$ cat src/rtl/ddr_req_arbiter.sv
// Two-requestor (fetch / LSU) arbiter in front of a single-outstanding DDR port.
// Optional WAIT-state watchdog is compiled in with `define DDR_ARB_TIMEOUT_EN.
module ddr_req_arbiter (
    input  logic         clock,
    input  logic         reset_n,
    // instruction fetch requestor
    input  logic         pc_read_req,
    input  logic [63:0]  pc_read_addr,
    input  logic         pc_flush,
    output logic         pc_read_ack,
    output logic [511:0] pc_read_inst,
    // load/store requestor
    input  logic         lsu_req,
    input  logic         lsu_write,
    input  logic [63:0]  lsu_addr,
    input  logic [63:0]  lsu_wmask,
    input  logic [63:0]  lsu_wdata,
    output logic         lsu_ack,
    output logic [63:0]  lsu_rdata,
    // DDR side
    output logic         ddr_chip_enable,
    output logic [18:0]  ddr_index,
    output logic         ddr_write_enable,
    output logic         ddr_burst_mode,
    output logic [63:0]  ddr_opstore_write_mask,
    output logic [63:0]  ddr_opstore_write_data,
    input  logic [63:0]  ddr_opload_read_data,
    input  logic [511:0] ddr_pc_read_inst,
    input  logic         ddr_operation_done,
    input  logic         ddr_ready,
    output logic         ddr_timeout_err
);

    typedef enum logic [1:0] {
        ST_IDLE  = 2'd0,
        ST_ISSUE = 2'd1,
        ST_WAIT  = 2'd2,
        ST_RESP  = 2'd3
    } state_t;

    state_t r_state;
    logic   r_last_fetch;   // 1 = fetch held the most recent grant
    logic   r_gnt_fetch;    // operation in flight belongs to fetch
    logic   r_drop;         // in-flight fetch was flushed; swallow its response

    logic   w_fetch_ok;
    logic   w_grant_lsu;
    logic   w_grant_fetch;
    logic   w_drop_now;
    logic   w_timeout;
    logic   w_unused;

    // A flush in IDLE only blocks the fetch grant for that cycle.
    assign w_fetch_ok    = pc_read_req & ~pc_flush;
    assign w_grant_lsu   = ddr_ready & lsu_req & (~w_fetch_ok | r_last_fetch);
    assign w_grant_fetch = ddr_ready & w_fetch_ok & ~w_grant_lsu;
    assign w_drop_now    = r_drop | (r_gnt_fetch & pc_flush);

    assign w_unused = ^{pc_read_addr[63:22], pc_read_addr[5:0],
                        lsu_addr[63:22], lsu_addr[2:0]};

    always_ff @(posedge clock or negedge reset_n) begin
        if (!reset_n) begin
            r_state                <= ST_IDLE;
            r_last_fetch           <= 1'b1;
            r_gnt_fetch            <= 1'b0;
            r_drop                 <= 1'b0;
            pc_read_ack            <= 1'b0;
            pc_read_inst           <= '0;
            lsu_ack                <= 1'b0;
            lsu_rdata              <= '0;
            ddr_chip_enable        <= 1'b0;
            ddr_index              <= '0;
            ddr_write_enable       <= 1'b0;
            ddr_burst_mode         <= 1'b0;
            ddr_opstore_write_mask <= '0;
            ddr_opstore_write_data <= '0;
        end else begin
            case (r_state)
                ST_IDLE: begin
                    pc_read_ack <= 1'b0;
                    lsu_ack     <= 1'b0;
                    if (w_grant_lsu) begin
                        r_state                <= ST_ISSUE;
                        r_gnt_fetch            <= 1'b0;
                        r_last_fetch           <= 1'b0;
                        ddr_chip_enable        <= 1'b1;
                        ddr_index              <= lsu_addr[21:3];
                        ddr_write_enable       <= lsu_write;
                        ddr_burst_mode         <= 1'b0;
                        ddr_opstore_write_mask <= lsu_wmask;
                        ddr_opstore_write_data <= lsu_wdata;
                    end else if (w_grant_fetch) begin
                        r_state                <= ST_ISSUE;
                        r_gnt_fetch            <= 1'b1;
                        r_last_fetch           <= 1'b1;
                        ddr_chip_enable        <= 1'b1;
                        ddr_index              <= {pc_read_addr[21:6], 3'b000};
                        ddr_write_enable       <= 1'b0;
                        ddr_burst_mode         <= 1'b1;
                        ddr_opstore_write_mask <= '0;
                        ddr_opstore_write_data <= '0;
                    end
                end

                ST_ISSUE: begin
                    ddr_chip_enable <= 1'b0;
                    r_drop          <= w_drop_now;
                    r_state         <= ST_WAIT;
                end

                ST_WAIT: begin
                    r_drop <= w_drop_now;
                    if (ddr_operation_done || w_timeout) begin
                        r_state <= ST_RESP;
                        // Timeout completes the request with zero data.
                        if (r_gnt_fetch) begin
                            if (!w_drop_now) begin
                                pc_read_ack  <= 1'b1;
                                pc_read_inst <= w_timeout ? '0 : ddr_pc_read_inst;
                            end
                        end else begin
                            lsu_ack <= 1'b1;
                            if (w_timeout) begin
                                lsu_rdata <= '0;
                            end else if (!ddr_write_enable) begin
                                lsu_rdata <= ddr_opload_read_data;
                            end
                        end
                    end
                end

                ST_RESP: begin
                    pc_read_ack <= 1'b0;
                    lsu_ack     <= 1'b0;
                    r_drop      <= 1'b0;
                    r_state     <= ST_IDLE;
                end

                default: begin
                    r_state <= ST_IDLE;
                end
            endcase
        end
    end

`ifdef DDR_ARB_TIMEOUT_EN
    logic [7:0] r_wait_cnt;
    logic       r_timeout_err;

    // Fires on the 255th WAIT cycle that has not seen ddr_operation_done.
    assign w_timeout = (r_state == ST_WAIT) && !ddr_operation_done &&
                       (r_wait_cnt == 8'd254);

    always_ff @(posedge clock or negedge reset_n) begin
        if (!reset_n) begin
            r_wait_cnt    <= '0;
            r_timeout_err <= 1'b0;
        end else begin
            if (r_state != ST_WAIT) begin
                r_wait_cnt <= '0;
            end else if (!ddr_operation_done) begin
                r_wait_cnt <= r_wait_cnt + 8'd1;
            end
            if (w_timeout) begin
                r_timeout_err <= 1'b1;
            end
        end
    end

    assign ddr_timeout_err = r_timeout_err;
`else
    assign w_timeout       = 1'b0;
    assign ddr_timeout_err = 1'b0;
`endif

endmodule

$ cat config.mk
export PLATFORM = sky130hd
export DESIGN_NAME = ddr_req_arbiter
export DESIGN_NICKNAME = d
export VERILOG_FILES = /design/src/rtl/ddr_req_arbiter.sv
export SDC_FILE = /design/constraint.sdc
export NUM_CORES = 1
export LEC_CHECK = 0
export BUFFER_PORTS_ARGS = -buffer_cell sky130_fd_sc_hd__buf_2
export CAP_MARGIN = 40
export CELL_PAD_IN_SITES_DETAIL_PLACEMENT = 1
export CELL_PAD_IN_SITES_GLOBAL_PLACEMENT = 2
export CORE_AREA = 2 2 617 619
export CTS_CLUSTER_SIZE = 24
export DETAILED_ROUTE_END_ITERATION = 8
export DIE_AREA = 0 0 619 621
export MAX_ROUTING_LAYER = met4
export PLACE_DENSITY_LB_ADDON = 0.1
export SYNTH_ARGS = -nofsm -noshare
export SYNTH_HDL_FRONTEND = slang
export SYNTH_SLANG_ARGS = --single-unit
$ cat constraint.sdc
create_clock -name clock -period 3.82 [get_ports clock]
set_clock_uncertainty 0.1 [all_clocks]
set_input_delay 0.191 -clock clock [delete_from_list [all_inputs] [get_ports clock]]
set_output_delay 0.191 -clock clock [all_outputs]
set_load 0.005 [all_outputs]
==> results.sh <==
export IMPL_status="completed"
export IMPL_viasPerCell=2.74
export IMPL_power_frac_comb=0.340
export IMPL_synth_seq_cells=732
export IMPL_start_kind="register"
export IMPL_fin_crit_sh=0.752
export IMPL_antenna_found_initial=81
export IMPL_hold_buffers=1389
export IMPL_setup_tns_ns=0
export IMPL_synth_edf_count=0
export IMPL_p_leak_nw=27.7
export IMPL_fmax_ghz=0.348
export IMPL_grt_first_pass_wirelength_um=271000
export IMPL_power_switching_mw=12.9
export IMPL_cts_tree="built"
export IMPL_globalplace_congestion=0.746
export IMPL_insertion_delay_ns=0.82
export IMPL_crit_chain="inv_1, ha_1, nand2_2, nor2_8, buf_12, buf_4, mux2_1"
export IMPL_syn_area_sq_mm=0.0280
export IMPL_clk_pin_slew_ns=0.06
export IMPL_drtPass1Iterations=4
export IMPL_arrival_ns=3.47
export IMPL_rsz0062_at_grt="no"
export IMPL_maxCapViolCount=0
export IMPL_vias=27400
export IMPL_routedWlPerCell_um=19.8
export IMPL_worst_pin_slew_ns=0.721
export IMPL_finalHoldViolations=0
export IMPL_coreArea_sq_mm=0.378
export IMPL_wl_um=199000
export IMPL_die_h_um=621
export IMPL_yosysUniqueCellTypes=30
export IMPL_ys_warnings_count=0
export IMPL_cp_top_family="buffers and inverters"
export IMPL_clock_sinks=732
export IMPL_start_util=0.0742
export IMPL_fin_util=0.157
export IMPL_p_int_mw=23.5
export IMPL_pwr_share_clk=0.304
export IMPL_power_density_mw_per_mm2=613
export IMPL_grt_overflow=0
export IMPL_path_max_fanout=44
export IMPL_die_area_sq_mm=0.384
export IMPL_p_sw_frac=0.355
export IMPL_ios=1569
export IMPL_root_buffer="clkbuf_16"
export IMPL_grt_max_degree=95
export IMPL_syn_inst=1925
export IMPL_synth_nets=2771
export IMPL_endpoint_kind="register"
export IMPL_ys_seq_area_frac=0.654
export IMPL_drtIter0Drc=635
export IMPL_postCtsSetupBuffers=0
export IMPL_dp_cells=8360
export IMPL_ant_nets=0
export IMPL_hold_class="in2reg"
export IMPL_track_usage=0.104
export IMPL_cts_made_buffers=118
export IMPL_chipWidth_um=619
export IMPL_setup_viol=0
export IMPL_crit_buf_inv=3
export IMPL_ctsHtreeMaxLevel=3
export IMPL_nets=5699
export IMPL_area_growth_pct=112
export IMPL_synth_ff_type="dfrtp_1"
export IMPL_slew_limit_headroom=0.519
export IMPL_drive_above_1_share=0.380
export IMPL_grt_pass1_vias=30600
export IMPL_slew_violations=0
export IMPL_vdd_drop_max_v=0.000413
export IMPL_critical_path_class="reg2reg"
export IMPL_fin_cells=10000
export IMPL_slowest_delay_ns=0.54
export IMPL_drc=0
export IMPL_synth_area_per_cell_sq_um=14.6
export IMPL_period_minus_slack_ns=2.87
export IMPL_portBuffers=1474
export IMPL_clockBufferDepth=4
export IMPL_cp_required_ns=4.42
export IMPL_async_reset_ff_frac=1.00
export IMPL_slowest_stage="nor2_8"
export IMPL_rows=226
export IMPL_cts_resized_gates=0
export IMPL_pwr_share_seq=0.356
export IMPL_hpwl_um=155000
worst reg2reg max path, delay by kind of cell (launching register included):
| kind | cells | cell delay (ns) |
|---|---|---|
| adder cells (fa/ha/maj) | 1 | 0.28 |
| flip-flops | 1 | 0.43 |
| multiplexers | 1 | 0.34 |
| buffers and inverters | 3 | 0.91 |
| AND/OR/NAND/NOR | 2 | 0.69 |
flip-flops by register name (all words and copies together) (netlist names):
| signal | count |
|---|---|
| pc_read_inst | 512 |
| ddr_opstore_write_data | 64 |
| ddr_opstore_write_mask | 64 |
| lsu_rdata | 64 |
| ddr_index | 19 |
| r_state | 2 |
| ddr_chip_enable | 1 |
| ddr_write_enable | 1 |
| lsu_ack | 1 |
| pc_read_ack | 1 |
| r_drop | 1 |
| r_gnt_fetch | 1 |
| r_last_fetch | 1 |
cell usage after synthesis (all sizes together), types with 2 or more instances:
| cell type | instances | share of area |
|---|---|---|
| buf | 91 | 0.031 |
| nand2 | 284 | 0.038 |
| dfrtp | 731 | 0.65 |
| ha | 6 | 0.0027 |
| mux2 | 579 | 0.23 |
| nand3 | 133 | 0.024 |
| a31oi | 2 | 0.00045 |
| nand2b | 2 | 0.00071 |
| clkbuf | 22 | 0.0029 |
| a21oi | 39 | 0.0071 |
| inv | 6 | 0.00080 |
| nor2 | 21 | 0.0034 |
path summary, 6_finish.rpt:
path	from	end	slack (ns)	cells after the start
hold / removal	ddr_pc_read_inst[321]	pc_read_inst[321]$_DFFE_PN0P_	0.09	3
min in group asynchronous	reset_n	pc_read_inst[123]$_DFFE_PN0P_	0.55	4
hold reg to reg	ddr_opstore_write_mask[23]$_DFFE_PN0P_	ddr_opstore_write_mask[23]$_DFFE_PN0P_	0.36	2
setup / recovery	r_state[0]$_DFFE_PN0P_	pc_read_inst[34]$_DFFE_PN0P_	0.95	7
max in group asynchronous	reset_n	pc_read_inst[250]$_DFFE_PN0P_	2.20	5
setup reg to reg	r_state[0]$_DFFE_PN0P_	pc_read_inst[34]$_DFFE_PN0P_	0.95	7
stage by stage:
stage | setup WS [ns] | hold WS, ns | power [mW] | instance area, sq um
6_report | 0.948 | 0.0903 | 36.4 | 59400
5_1_grt | 0.689 | 0.0263 | 39.1 | 59400
4_1_cts | 0.733 | 0.000235 | 38.0 | 59300
3_5_place_dp | 0.735 | 0.0751 | 24.8 | 41500
3_3_place_gp | 0.750 | 0.0777 | 24.8 | 41500
2_1_floorplan | 1.82 | -0.205 | 16.5 | 28000
placed cells by master (no fill, tap or decap), drive strengths merged:
cell type	n
a21o	1
bufinv	1
nand3	133
clkbuf	194
ha	6
nand2b	2
inv	7
conb	1
dfstp	1
dlygate4sd3	1388
clkinvlp	6
dfrtp	731
buf	1533
nor3	1
a21oi	39
diode	48
o2bb2ai	1
nor2	21
clkinv	13
mux2	579
o32a	1
o22ai	1
o211ai	1
a31oi	2
nand2	284
o211a	1
layer usage:
layer  up-vias  track usage  routed length (um)
met5         -            -                   0
li1      12600            -                   -
met4         0       0.0199                3930
met1     13800        0.108               73900
met2       824        0.194              107000
met3       228       0.0307               14000
power by group through the flow:
stage / Combinational (mW) / Clock [mW] / Sequential [mW]
final: 12.4 / 11.1 / 12.9
after global routing: 13.5 / 12.0 / 13.5
after CTS: 13.1 / 11.8 / 13.0
after detailed placement: 11.7 / 0 / 13.1
after global placement: 11.8 / 0 / 13.0
after floorplan: 3.27 / 0 / 13.2
area by class of cell:
type	instances	area (sq um)
clock inverters	21	235
diodes	48	120
well taps	5016	6280
fillers	43700	318000
inverters	6	22.5
flip-flops and latches	732	18300
clock buffers	194	3620
multi-input cells	1074	8760
repair buffers	2921	22100
logic make-up (layout without fill, tap and decap cells):
| logic type | count (synthesis) | in the layout | synth area share |
|---|---|---|---|
| AOI/OAI and AO/OA | 47 | 47 | 0.00951 |
| adders and majority gates | 6 | 6 | 0.00268 |
| buffers and inverters | 119 | 3142 | 0.0347 |
| DFF | 732 | 732 | 0.654 |
| muxes | 579 | 579 | 0.233 |
| other | 1 | 49 | 0.000134 |
| and+or+nand+nor | 441 | 441 | 0.0667 |
(Power assumes the default switching activity.)
